--- src/rtl/mem_access_stage.sv ---
// MEM stage of the five-stage MIPS pipeline.
// Issues loads and stores on a req/ack data-memory bus and stalls the upstream
// pipeline while a request is outstanding. Loads the MEM/WB register and
// exposes the MEM-stage forwarding/hazard copies. Misaligned accesses and
// accesses that are never acknowledged within TIMEOUT busy cycles are dropped
// and reported.
module mem_access_stage #(
    parameter int TIMEOUT = 16
) (
    input  logic        clk,
    input  logic        reset,
    input  logic        ex_mem_mem_to_reg_wr,
    input  logic        ex_mem_mem_wr_en,
    input  logic        ex_mem_reg_wr_en,
    input  logic [4:0]  ex_mem_reg_wr_addr,
    input  logic [31:0] ex_mem_alu_result,
    input  logic [31:0] ex_mem_mem_wr_data,
    output logic [31:0] mem_alu_result,
    output logic        mem_reg_wr_en,
    output logic [4:0]  mem_reg_wr_addr,
    output logic        mem_stall,
    output logic        dmem_req,
    output logic        dmem_we,
    output logic [31:0] dmem_addr,
    output logic [31:0] dmem_wdata,
    input  logic [31:0] dmem_rdata,
    input  logic        dmem_ack,
    output logic        mem_wb_reg_wr_en,
    output logic [4:0]  mem_wb_reg_wr_addr,
    output logic [31:0] mem_wb_reg_wr_data,
    output logic        mem_addr_err,
    output logic        mem_timeout_err
);

    localparam int CNT_W = $clog2(TIMEOUT + 1);
    localparam logic [CNT_W-1:0] CNT_LAST = CNT_W'(TIMEOUT - 1);

    typedef enum logic [0:0] {
        ST_IDLE = 1'b0,
        ST_BUSY = 1'b1
    } state_t;

    // A word access must have its two low address bits clear.
    function automatic logic is_misaligned(input logic acc, input logic [1:0] lsb);
        return acc & (lsb != 2'b00);
    endfunction

    state_t            state_r;
    state_t            state_next_s;
    logic [CNT_W-1:0]  wait_cnt_r;
    logic [CNT_W-1:0]  wait_cnt_next_s;
    logic              latch_s;
    logic [31:0]       lat_addr_r;
    logic              lat_we_r;
    logic [31:0]       lat_wdata_r;

    logic              access_s;
    logic              misaligned_s;
    logic              issue_s;
    logic              busy_s;
    logic              last_wait_s;
    logic              abort_s;
    logic              stall_s;

    logic              wb_en_next_s;
    logic [4:0]        wb_addr_next_s;
    logic [31:0]       wb_data_next_s;

    logic              wb_en_r;
    logic [4:0]        wb_addr_r;
    logic [31:0]       wb_data_r;
    logic              addr_err_r;
    logic              timeout_err_r;

    assign access_s     = ex_mem_mem_to_reg_wr | ex_mem_mem_wr_en;
    assign misaligned_s = is_misaligned(access_s, ex_mem_alu_result[1:0]);
    assign issue_s      = access_s & ~misaligned_s;
    assign busy_s       = (state_r == ST_BUSY);
    assign last_wait_s  = busy_s & (wait_cnt_r == CNT_LAST);
    // An ack in the last wait cycle wins over the abort.
    assign abort_s      = last_wait_s & ~dmem_ack;
    // The stall is forced low while reset is held so the pipeline is released at once.
    assign stall_s      = reset & issue_s & ~dmem_ack & ~last_wait_s;

    // Forwarding / hazard copies have zero latency.
    assign mem_alu_result  = ex_mem_alu_result;
    assign mem_reg_wr_en   = ex_mem_reg_wr_en;
    assign mem_reg_wr_addr = ex_mem_reg_wr_addr;
    assign mem_stall       = stall_s;

    assign mem_wb_reg_wr_en   = wb_en_r;
    assign mem_wb_reg_wr_addr = wb_addr_r;
    assign mem_wb_reg_wr_data = wb_data_r;
    assign mem_addr_err       = addr_err_r;
    assign mem_timeout_err    = timeout_err_r;

    // State and wait counter register.
    always_ff @(posedge clk or negedge reset) begin
        if (!reset) begin
            state_r    <= ST_IDLE;
            wait_cnt_r <= '0;
        end else begin
            state_r    <= state_next_s;
            wait_cnt_r <= wait_cnt_next_s;
        end
    end

    // Next-state logic: enter BUSY on an unacknowledged issue, leave on ack or abort.
    always_comb begin
        state_next_s    = state_r;
        wait_cnt_next_s = wait_cnt_r;
        latch_s         = 1'b0;
        case (state_r)
            ST_IDLE: begin
                if (issue_s && !dmem_ack) begin
                    state_next_s    = ST_BUSY;
                    wait_cnt_next_s = '0;
                    latch_s         = 1'b1;
                end else begin
                    state_next_s    = ST_IDLE;
                end
            end
            ST_BUSY: begin
                if (dmem_ack || last_wait_s) begin
                    state_next_s = ST_IDLE;
                end else begin
                    wait_cnt_next_s = wait_cnt_r + CNT_W'(1);
                end
            end
            default: begin
                state_next_s    = ST_IDLE;
                wait_cnt_next_s = '0;
            end
        endcase
    end

    // Capture the bus request so it stays stable while waiting for the ack.
    always_ff @(posedge clk or negedge reset) begin
        if (!reset) begin
            lat_addr_r  <= 32'h0000_0000;
            lat_we_r    <= 1'b0;
            lat_wdata_r <= 32'h0000_0000;
        end else if (latch_s) begin
            lat_addr_r  <= ex_mem_alu_result;
            lat_we_r    <= ex_mem_mem_wr_en;
            lat_wdata_r <= ex_mem_mem_wr_data;
        end else begin
            lat_addr_r  <= lat_addr_r;
            lat_we_r    <= lat_we_r;
            lat_wdata_r <= lat_wdata_r;
        end
    end

    // Bus drive: latched values while BUSY, EX/MEM values on a fresh issue, quiet in reset.
    always_comb begin
        dmem_req   = 1'b0;
        dmem_we    = 1'b0;
        dmem_addr  = 32'h0000_0000;
        dmem_wdata = 32'h0000_0000;
        if (!reset) begin
            dmem_req = 1'b0;
        end else if (busy_s) begin
            dmem_req   = 1'b1;
            dmem_we    = lat_we_r;
            dmem_addr  = lat_addr_r;
            dmem_wdata = lat_wdata_r;
        end else if (issue_s) begin
            dmem_req   = 1'b1;
            dmem_we    = ex_mem_mem_wr_en;
            dmem_addr  = ex_mem_alu_result;
            dmem_wdata = ex_mem_mem_wr_data;
        end else begin
            dmem_req = 1'b0;
        end
    end

    // MEM/WB next value: bubble while stalled or when the instruction is dropped.
    always_comb begin
        wb_en_next_s   = 1'b0;
        wb_addr_next_s = 5'd0;
        wb_data_next_s = 32'h0000_0000;
        if (stall_s || misaligned_s || abort_s) begin
            wb_en_next_s = 1'b0;
        end else begin
            wb_en_next_s   = ex_mem_reg_wr_en;
            wb_addr_next_s = ex_mem_reg_wr_addr;
            wb_data_next_s = ex_mem_mem_to_reg_wr ? dmem_rdata : ex_mem_alu_result;
        end
    end

    // MEM/WB pipeline register and error flags.
    always_ff @(posedge clk or negedge reset) begin
        if (!reset) begin
            wb_en_r       <= 1'b0;
            wb_addr_r     <= 5'd0;
            wb_data_r     <= 32'h0000_0000;
            addr_err_r    <= 1'b0;
            timeout_err_r <= 1'b0;
        end else begin
            wb_en_r       <= wb_en_next_s;
            wb_addr_r     <= wb_addr_next_s;
            wb_data_r     <= wb_data_next_s;
            addr_err_r    <= misaligned_s;
            timeout_err_r <= timeout_err_r | abort_s;
        end
    end

endmodule

--- config.mk ---
export PLATFORM = sky130hd
export DESIGN_NAME = mem_access_stage
export DESIGN_NICKNAME = d
export VERILOG_FILES = /design/src/rtl/mem_access_stage.sv
export SDC_FILE = /design/constraint.sdc
export NUM_CORES = 1
export LEC_CHECK = 0
export BUFFER_PORTS_ARGS = -buffer_cell sky130_fd_sc_hd__buf_2
export CAP_MARGIN = 20
export CORE_MARGIN = 2
export CORE_UTILIZATION = 50
export CTS_BUF_LIST = sky130_fd_sc_hd__clkbuf_4
export DETAILED_ROUTE_END_ITERATION = 16
export GPL_TIMING_DRIVEN = 1
export PLACE_DENSITY = 0.83
export SETUP_SLACK_MARGIN = 0.15
export SLEW_MARGIN = 20
export SYNTH_ARGS = -nofsm -noshare
export SYNTH_HDL_FRONTEND = slang
export SYNTH_SLANG_ARGS = --single-unit
--- constraint.sdc ---
create_clock -name clk -period 2.6 [get_ports clk]
set_input_delay 0.13 -clock clk [delete_from_list [all_inputs] [get_ports clk]]
set_output_delay 0.13 -clock clk [all_outputs]
set_load 0.01 [all_outputs]
==> flow_metrics.tcl, run 1 <==
set metrics [dict create \
    nFillCells 721 \
    vias 5342 \
    run_status "complete, no violations" \
    synth_edf_count 0 \
    rrSetupSlack_ns 0.58 \
    setup_violations 0 \
    drive_gt1_share_pct 42.3 \
    cts_tree "built" \
    antenna_found_initial 2 \
    rsz0062_at_grt "yes" \
    hold_path.class "in -> async" \
    path_clk_slew_ns 0.16 \
    core-area_mm2 0.0114 \
    postCtsSetupBuffers 0 \
    clkLatencyLatePin_ns 0.49 \
    r2r-end "mem_wb_reg_wr_data[29]" \
    ant_nets 0 \
    die-area_mm2 0.0126 \
    start_util_pct 51.4 \
    wire_per_inst_um 20.0 \
    viasPerCell 5.56 \
    slew_headroom_pct 57.7 \
    netlist.area_leader.share_pct 47.3 \
    hold_viol 0 \
    yosys_warnings 0 \
    leakage_nw 4.31 \
    grt_overflow 0 \
    htreeDepth 3 \
    drt_iter0_drc 429 \
    drt-total-wl_mm 19.2 \
    drc 0 \
    ios 252 \
    seqPwrFrac_pct 48.3 \
    cts.sinks 111 \
    timing.fmax_mhz 420 \
    period_share_pct 91.6 \
    syn_area_per_cell_um2 12.2 \
    worstPathMaxFanout 18 \
    ys.flop_type "dfrtp_1" \
    synth_seq_cells 111 \
    async_flop_share_pct 100 \
    gp_congestion 0.822 \
    synth.area.top_cells "dfrtp_1, mux2_4, a22o_1" \
    post-route-min-period_ns 2.38 \
    cts_buffers 9 \
    r2r_cells 7 \
    dpl.hpwl_mm 10.4 \
    dpl_worst_slack_ns 0.466 \
    whs_ns 0.0789 \
    yosysSeqAreaShare_pct 47.3 \
    fin_skew_ns 0.0343 \
    p_sw_share_pct 29.2 \
    rows 39 \
    worstSetupPathType "reg -> out" \
    synth_area_mm2 0.00587 \
    clockRootBuffer "clkbuf_4" \
    cp-start-kind "register" \
    grt_pass1_wl_mm 30.3 \
    layout_commonest_cell "buf_2" \
    dr.pass1.iters 5 \
    worstSetupEndpointType "output pin" \
    grt_pass1_vias 5651 \
    synthCells 482 \
    combPwrFrac_pct 28.7 \
    peakVddDrop_v 0.000448 \
    fin_tns_setup_ns 0 \
    p_switching_w 0.00136 \
    required_ns 2.47 \
    power_density_mw_per_mm2 558 \
    drv_slew 0 \
    finalPower_w 0.00466 \
    die_w_um 112 \
    worst_slack_ns 0.219 \
    nNetsFinal 920 \
    port_buffers 251 \
    yosysUniqueCellTypes 38 \
    tightest_slew_ns 0.634 \
    syn_to_final_growth_pct 42.0 \
    arrival_ns 2.25 \
    synth_top_cell_by_area "dfrtp_1" \
    syn_nets 591 \
    grt_max_degree 121 \
    gr-usage-all-layers_pct 30.4 \
    cap_violations 0 \
    pwr-share-clk_pct 23.0 \
    instances_no_fill 961 \
    dp_cells 811 \
    mostFrequentLayoutCells "buf_2, dlygate4sd3_1, dfrtp_1, mux2_4, a22o_1" \
    die_y_um 112 \
    cts.path.max_buffers 2 \
    r2r-start "wait_cnt_r[0]" \
    p_int_w 0.00330 \
]
==> synth_stat cells, types with 2 or more instances <==
master	instances
buf_6	8
and2_1	2
ha_1	2
a21oi_1	2
buf_4	38
nand2b_1	2
buf_12	7
nor2_1	43
o221ai_1	3
a21boi_1	17
dfrtp_1	111
nor3_1	2
nand4_1	17
nand3_1	4
or2_1	2
inv_1	8
mux2_4	58
a22o_1	47
clkbuf_1	15
o211ai_1	3
nor2b_1	3
mux2i_1	33
buf_2	8
and3_1	3
nand2_1	28
mux2_1	4
==> per-layer routing <==
layer,global-route usage (%),vias up,wire length (um)
met4,15.2,0,686
met5,0,-,0
met3,5.08,64,1230
met1,35.9,2631,7100
li1,-,2332,-
met2,53.5,315,10200
==> power groups by stage <==
stage | Sequential, W | Clock, W | Combinational (W)
2_1_floorplan | 0.00223 | 0 | 0.000773
3_3_place_gp | 0.00224 | 0 | 0.00108
3_5_place_dp | 0.00226 | 0 | 0.00112
4_1_cts | 0.00223 | 0.00109 | 0.00130
5_1_grt | 0.00228 | 0.00117 | 0.00143
6_report | 0.00225 | 0.00107 | 0.00134
==> worst max-delay path by stage <==
stage                        from                endpoint  depth (start not counted)
floorplan           wait_cnt_r[0]  mem_wb_reg_wr_data[27]                          9
global placement    wait_cnt_r[0]   mem_wb_reg_wr_data[3]                          7
detailed placement  wait_cnt_r[0]  mem_wb_reg_wr_data[28]                          7
CTS                 wait_cnt_r[0]               mem_stall                          6
global route               busy_s          dmem_wdata[18]                          5
finish                     busy_s           dmem_wdata[3]                          5
==> area by class of cell <==
| class | instances | area, um2 | area share (%) |
|---|---|---|---|
| well taps | 143 | 179 | 2.15 |
| diodes | 2 | 5.00 | 0.0600 |
| clock inverters | 6 | 108 | 1.29 |
| inverters | 9 | 33.8 | 0.405 |
| repair buffers | 392 | 2670 | 32.0 |
| clock buffers | 10 | 75.1 | 0.900 |
| multi-input cells | 288 | 2490 | 29.9 |
| flip-flops and latches | 111 | 2780 | 33.3 |
==> logic make-up after synthesis <==
kind of cell             after synthesis  synth area share [%]
AO/OA/AOI/OAI                         77                  10.8
adder cells (fa/ha/maj)                2                 0.426
buffers and inverters                 85                  11.0
flip-flops                           111                  47.3
multiplexers                          95                  21.2
AND/OR/NAND/NOR                      112                  9.25
==> per-stage QoR <==
stage	util (%)	instance area (um2)
floorplan	-	5870
global placement	59.8	6820
detailed placement	59.8	6820
CTS	72.8	8320
global route	73.0	8340
finish	73.0	8340
==> critical path, stage by stage (launching register included) <==
cell and delay (ns):
dfrtp_1 0.46, buf_4 0.20, inv_2 0.25, and4_2 0.54, a22o_1 0.20, buf_2 0.13
==> what timing repair did <==
action | CTS | global route
hold endpoints to repair | 212 | 0
cloned | 1 | 1
hold buffers | 130 | 0
setup endpoints to repair | 46 | 41
pin swaps | 1 | 1
resized for setup | 1 | 2
==> state kept, by name, summed over array words and instances (netlist names) <==
register            cells
mem_wb_reg_wr_data     32
mem_wb_reg_wr_en        1
mem_addr_err            1
lat_wdata_r            32
lat_we_r                1
busy_s                  1
mem_wb_reg_wr_addr      5
lat_addr_r             32
wait_cnt_r              5
mem_timeout_err         1
No activity file was read; power rests on OpenSTA's default activity.
==> run 2: changes to the inputs <==
--- a/config.mk
+++ b/config.mk
@@ -8,12 +8,12 @@
 export BUFFER_PORTS_ARGS = -buffer_cell sky130_fd_sc_hd__buf_2
 export CAP_MARGIN = 20
 export CORE_MARGIN = 2
-export CORE_UTILIZATION = 50
+export CORE_UTILIZATION = 35
 export CTS_BUF_LIST = sky130_fd_sc_hd__clkbuf_4
 export DETAILED_ROUTE_END_ITERATION = 16
 export GPL_TIMING_DRIVEN = 1
-export PLACE_DENSITY = 0.83
 export SETUP_SLACK_MARGIN = 0.15
+export SKIP_CTS_REPAIR_TIMING = 1
 export SLEW_MARGIN = 20
 export SYNTH_ARGS = -nofsm -noshare
 export SYNTH_HDL_FRONTEND = slang
==> run 2 against run 1 <==
Combinational power decreased by 3%. Sequential power about the same. Sequential share of layout area increased by 0.10 points. Worst setup slack improved by 0.084 ns. Critical endpoint is now dmem_addr[14]. Cell count increased by 7.1%. Fmax increased by 3.6%. Largest cell class unchanged. Core utilization decreased by 23 points. Worst hold slack got worse by 0.037 ns. Routed wire length decreased by 7.3%. Critical path depth decreased by 1. Non-clock buffer count decreased by 7. Clock power decreased by 22%.
==> flow_metrics.tcl, run 2 (same netlist as run 1, synthesis figures left out) <==
set metrics [dict create \
    run_status "complete, no violations" \
    gp_congestion 0.800 \
    grt_max_degree 117 \
    mostFrequentLayoutCells "buf_2, dlygate4sd3_1, dfrtp_1, mux2_4, a22o_1" \
    drt_iter0_drc 183 \
    instances_no_fill 1029 \
    fin_tns_setup_ns 0 \
    tightest_slew_ns 0.596 \
    grt_pass1_wl_mm 24.7 \
    peakVddDrop_v 0.000236 \
    start_util_pct 35.7 \
    layout_commonest_cell "buf_2" \
    antenna_found_initial 1 \
    grt_pass1_vias 4650 \
    p_sw_share_pct 31.3 \
    htreeDepth 3 \
    slowest_stage "and2_4" \
    vias 5045 \
    seq_area_mm2 0.00278 \
    dp_cells 886 \
    core-area_mm2 0.0165 \
    combPwrFrac_pct 29.9 \
    cts.sinks 111 \
    die-area_mm2 0.0178 \
    cts_buffers 9 \
    dr.pass1.iters 5 \
    die_w_um 134 \
    nNetsFinal 912 \
    nFillCells 1491 \
    p_int_w 0.00300 \
    worstPathMaxFanout 46 \
    port_buffers 251 \
    viasPerCell 4.90 \
    grt_overflow 0 \
    drt-total-wl_mm 17.8 \
    gr-usage-all-layers_pct 17.5 \
    hold_viol 0 \
    hold_path.class "in -> reg" \
    required_ns 2.47 \
    seqPwrFrac_pct 51.0 \
    rows 47 \
    ant_nets 0 \
    whs_ns 0.0421 \
    setup_violations 0 \
    ios 252 \
    worstSetupPathType "reg -> out" \
    critPathMaxStageDelay_ns 0.55 \
    timing.fmax_mhz 435 \
    path_cells "buf_4 -> and2_4 -> a22o_1 -> buf_2" \
    p_switching_w 0.00137 \
    wire_per_inst_um 17.3 \
    fin_util_pct 50.5 \
    pwr-share-clk_pct 19.1 \
    dpl.hpwl_mm 11.1 \
    path_clk_slew_ns 0.17 \
    clkLatencyLatePin_ns 0.49 \
    slew_headroom_pct 60.3 \
    power_density_mw_per_mm2 525 \
    die_y_um 134 \
    worstSetupEndpointType "output pin" \
    multiInputGateArea_mm2 0.00248 \
    leakage_nw 4.25 \
    cap_violations 0 \
    syn_to_final_growth_pct 41.6 \
    drc 0 \
    post-route-min-period_ns 2.30 \
    final_cell_area_mm2 0.00831 \
    arrival_ns 2.17 \
    clockRootBuffer "clkbuf_4" \
    fin_skew_ns 0.0230 \
    period_share_pct 88.4 \
    cts.path.max_buffers 2 \
    drive_gt1_share_pct 42.5 \
    cts_tree "built" \
    drv_slew 0 \
    dpl_cell_area_mm2 0.00692 \
    rsz0062_at_grt "no" \
    cp-start-kind "register" \
]
run 2: worst paths after layout:
| kind | slack [ns] | cells past startpoint | end | startpoint |
|---|---|---|---|---|
| worst max-delay path | 0.30 | 4 | dmem_addr[14] | busy_s |
| worst min-delay path | 0.04 | 3 | lat_we_r | ex_mem_mem_to_reg_wr |
| worst max register to register | 0.54 | 7 | mem_wb_reg_wr_data[12] | wait_cnt_r[0] |
| worst min register to register | 0.52 | 1 | lat_addr_r[21] | lat_addr_r[21] |
| max in group asynchronous | 1.66 | 3 | lat_addr_r[22] | reset |
| min in group asynchronous | 0.05 | 2 | mem_wb_reg_wr_data[1] | reset |
run 2: power by group through the flow:
| stage | Clock (W) | Sequential (W) | Combinational (W) |
|---|---|---|---|
| floorplan | 0 | 0.00223 | 0.000773 |
| global placement | 0 | 0.00224 | 0.00110 |
| detailed placement | 0 | 0.00226 | 0.00113 |
| CTS | 0.000880 | 0.00223 | 0.00114 |
| global route | 0.000947 | 0.00227 | 0.00141 |
| finish | 0.000834 | 0.00223 | 0.00130 |
run 2: stage by stage:
| step | total power (W) | setup slack [ns] |
|---|---|---|
| after floorplan | 0.00300 | 0.777 |
| after global placement | 0.00334 | 0.545 |
| after detailed placement | 0.00338 | 0.473 |
| after CTS | 0.00424 | -0.0578 |
| after global routing | 0.00463 | 0.161 |
| final | 0.00437 | 0.302 |
run 2: worst max-delay path: cells and delay by family (launching register included):
family | cells | cell delay, ns
AO/OA/AOI/OAI | 1 | 0.23
buffers and inverters | 2 | 0.46
flip-flops | 1 | 0.42
AND/OR/NAND/NOR | 1 | 0.55
run 2: final cells by class:
type,count,area share (%)
antenna,1,0.0301
inverter,9,0.406
multi-input combinational,287,29.9
clock buffer,9,0.813
timing repair buffer,385,31.5
clock inverter,7,0.692
tap,220,3.31
sequential,111,33.4
run 2: layer usage:
| layer | wire length [um] | GRT usage [%] | up-vias |
|---|---|---|---|
| met4 | 352 | 6.97 | 0 |
| li1 | - | - | 2311 |
| met2 | 9140 | 29.6 | 171 |
| met3 | 834 | 3.35 | 30 |
| met1 | 7490 | 22.3 | 2533 |
| met5 | 0 | 0 | - |
==> run 3: changes to the inputs <==
--- a/config.mk
+++ b/config.mk
@@ -11,7 +11,8 @@
 export CORE_UTILIZATION = 35
 export CTS_BUF_LIST = sky130_fd_sc_hd__clkbuf_4
 export DETAILED_ROUTE_END_ITERATION = 16
-export GPL_TIMING_DRIVEN = 1
+export GPL_TIMING_DRIVEN = 0
+export PLACE_DENSITY = 0.67
 export SETUP_SLACK_MARGIN = 0.15
 export SKIP_CTS_REPAIR_TIMING = 1
 export SLEW_MARGIN = 20
==> constraint.sdc (replaced) <==
create_clock -name clk -period 1.85 [get_ports clk]
set_input_delay 0.0925 -clock clk [delete_from_list [all_inputs] [get_ports clk]]
set_output_delay 0.0925 -clock clk [all_outputs]
set_load 0.01 [all_outputs]
==> run 3 against run 2 <==
The flow now finishes with violations (hold timing, setup timing). Die area unchanged. Sequential share of layout area down 5.5 points. Non-clock buffer count rose by 108. Sequential power rose by 40%. Routed wire length increased by 17%. Power rose by 55%. Via count rose by 9.5%. Flip-flop and latch count is the same. Cell count is 10% higher. Largest cell class is now buffers. Highest routed layer unchanged.
==> flow_metrics.tcl, run 3 (same netlist as run 1, synthesis figures left out) <==
set metrics [dict create \
    run_status "complete, but fails checks" \
    violations "hold timing, setup timing" \
    wl_met1_mm 8.78 \
    slowest_stage "dfrtp_1" \
    cts.path.max_buffers 2 \
    slew_headroom_pct 41.4 \
    layout_commonest_cell "buf_2" \
    r2r-start "wait_cnt_r[0]" \
    drv_slew 0 \
    power_density_mw_per_mm2 680 \
    hold_path.class "in -> async" \
    dr.pass1.iters 4 \
    period_share_pct 111 \
    r2r_cells 8 \
    path_clk_slew_ns 0.19 \
    gp_congestion 0.783 \
    whs_ns -0.559 \
    drc 0 \
    die_w_um 134 \
    cts.sinks 111 \
    drt-total-wl_mm 20.9 \
    worstPathMaxFanout 7 \
    gr-usage-all-layers_pct 18.0 \
    cts_tree "built" \
    die_y_um 134 \
    routed.top_layer "met4" \
    worstSetupEndpointType "output pin" \
    clockRootBuffer "clkbuf_4" \
    hold_viol 111 \
    die-area_mm2 0.0178 \
    required_ns 1.76 \
    r2r-end "wait_cnt_r[3]" \
    antenna_found_initial 0 \
    grt_pass1_wl_mm 24.8 \
    critPathMaxStageDelay_ns 0.42 \
    multiInputGateArea_mm2 0.00266 \
    peakVddDrop_v 0.000327 \
    finalPower_w 0.00678 \
    dpl.hpwl_mm 11.8 \
    tightest_slew_ns 0.880 \
    path_cells "buf_8 -> clkinv_8 -> and4_4 -> buf_12 -> clkbuf_16 -> a22o_1 -> buf_2" \
    cp-start-kind "register" \
    drive_gt1_share_pct 53.4 \
    timing.fmax_mhz 486 \
    dpl_worst_slack_ns -0.817 \
    start_util_pct 35.7 \
    worst_slack_ns -0.208 \
    grt_max_degree 61 \
    rsz0062_at_grt "yes" \
    cts_buffers 9 \
    mostFrequentLayoutCells "buf_2, dlygate4sd3_1, dfrtp_1, mux2_4, buf_4" \
    rows 47 \
    clkLatencyLatePin_ns 0.49 \
    setup_violations 71 \
    ant_nets 0 \
    n_antenna_cell 0 \
    worstSetupPathType "reg -> out" \
    core-area_mm2 0.0165 \
    nFillCells 1300 \
    rrSetupSlack_ns -0.15 \
    nNetsFinal 1019 \
    htreeDepth 3 \
    port_buffers 250 \
    viasPerCell 4.87 \
    drt_iter0_drc 305 \
    dr_wl_met3_mm 1.16 \
    dr_wl_met2_mm 10.5 \
    grt_pass1_vias 4468 \
    syn_to_final_growth_pct 69.8 \
    arrival_ns 1.97 \
    seq_area_mm2 0.00278 \
    wire_per_inst_um 18.4 \
    post-route-min-period_ns 2.06 \
    critPathLaunch "busy_s" \
    ios 252 \
    leakage_nw 5.02 \
    vias 5522 \
    grt_overflow 0 \
    cap_violations 0 \
    fin_skew_ns 0.0264 \
]
-- run 3: cell types whose count changed in the layout (fill, tap and decap cells not counted), sizes merged, moves of 3 or more --
cell,delta
buf,+88
clkbuf,+26
dlygate4sd3,-5
clkinv,-3
-- run 3: worst max-delay path: cells and delay by family (launching register included) --
| kind | cells | cell delay (ns) |
|---|---|---|
| buffers and inverters | 5 | 0.64 |
| AO/OA/AOI/OAI | 1 | 0.14 |
| AND/OR/NAND/NOR | 1 | 0.27 |
| flip-flops | 1 | 0.42 |
-- run 3: worst max-delay path by stage --
stage | endpoint | slack (ns) | depth (start not counted)
after global routing | dmem_wdata[18] | -0.30 | 7
after detailed placement | dmem_addr[24] | -0.82 | 7
after CTS | dmem_addr[18] | -0.87 | 6
after global placement | dmem_addr[23] | -2.18 | 6
after floorplan | wait_cnt_r[3] | 0.13 | 7
final | dmem_wdata[14] | -0.21 | 7
-- run 3: metal layers --
layer	vias to the layer above	GRT usage, %
met5	-	0
met4	0	6.09
met3	34	3.88
met2	217	29.6
met1	2728	23.5
li1	2543	-
-- run 3: per-stage QoR --
step	utilization [%]	cells	setup TNS (ns)	area, um2
final	60.5	1135	-8.38	9970
after global routing	60.5	1135	-18.82	9970
after CTS	46.3	969	-43.28	7630
after detailed placement	45.4	953	-35.69	7480
after global placement	45.2	952	-261.30	7440
after floorplan	-	482	0	5920
-- run 3: where the power goes --
part           switching, W  total [W]  internal [W]
Combinational      0.000921    0.00232       0.00140
Clock              0.000880    0.00133      0.000449
Sequential         0.000262    0.00313       0.00286
Total               0.00206    0.00678       0.00472
-- run 3: final cells by class --
cell class / count / share of cell area, %
repair buffers: 417 / 32.9
flip-flops and latches: 111 / 27.9
clock buffers: 10 / 0.753
plain buffers: 76 / 7.83
inverters: 9 / 0.464
clock inverters: 6 / 0.753
multi-input cells: 286 / 26.7
well taps: 220 / 2.76
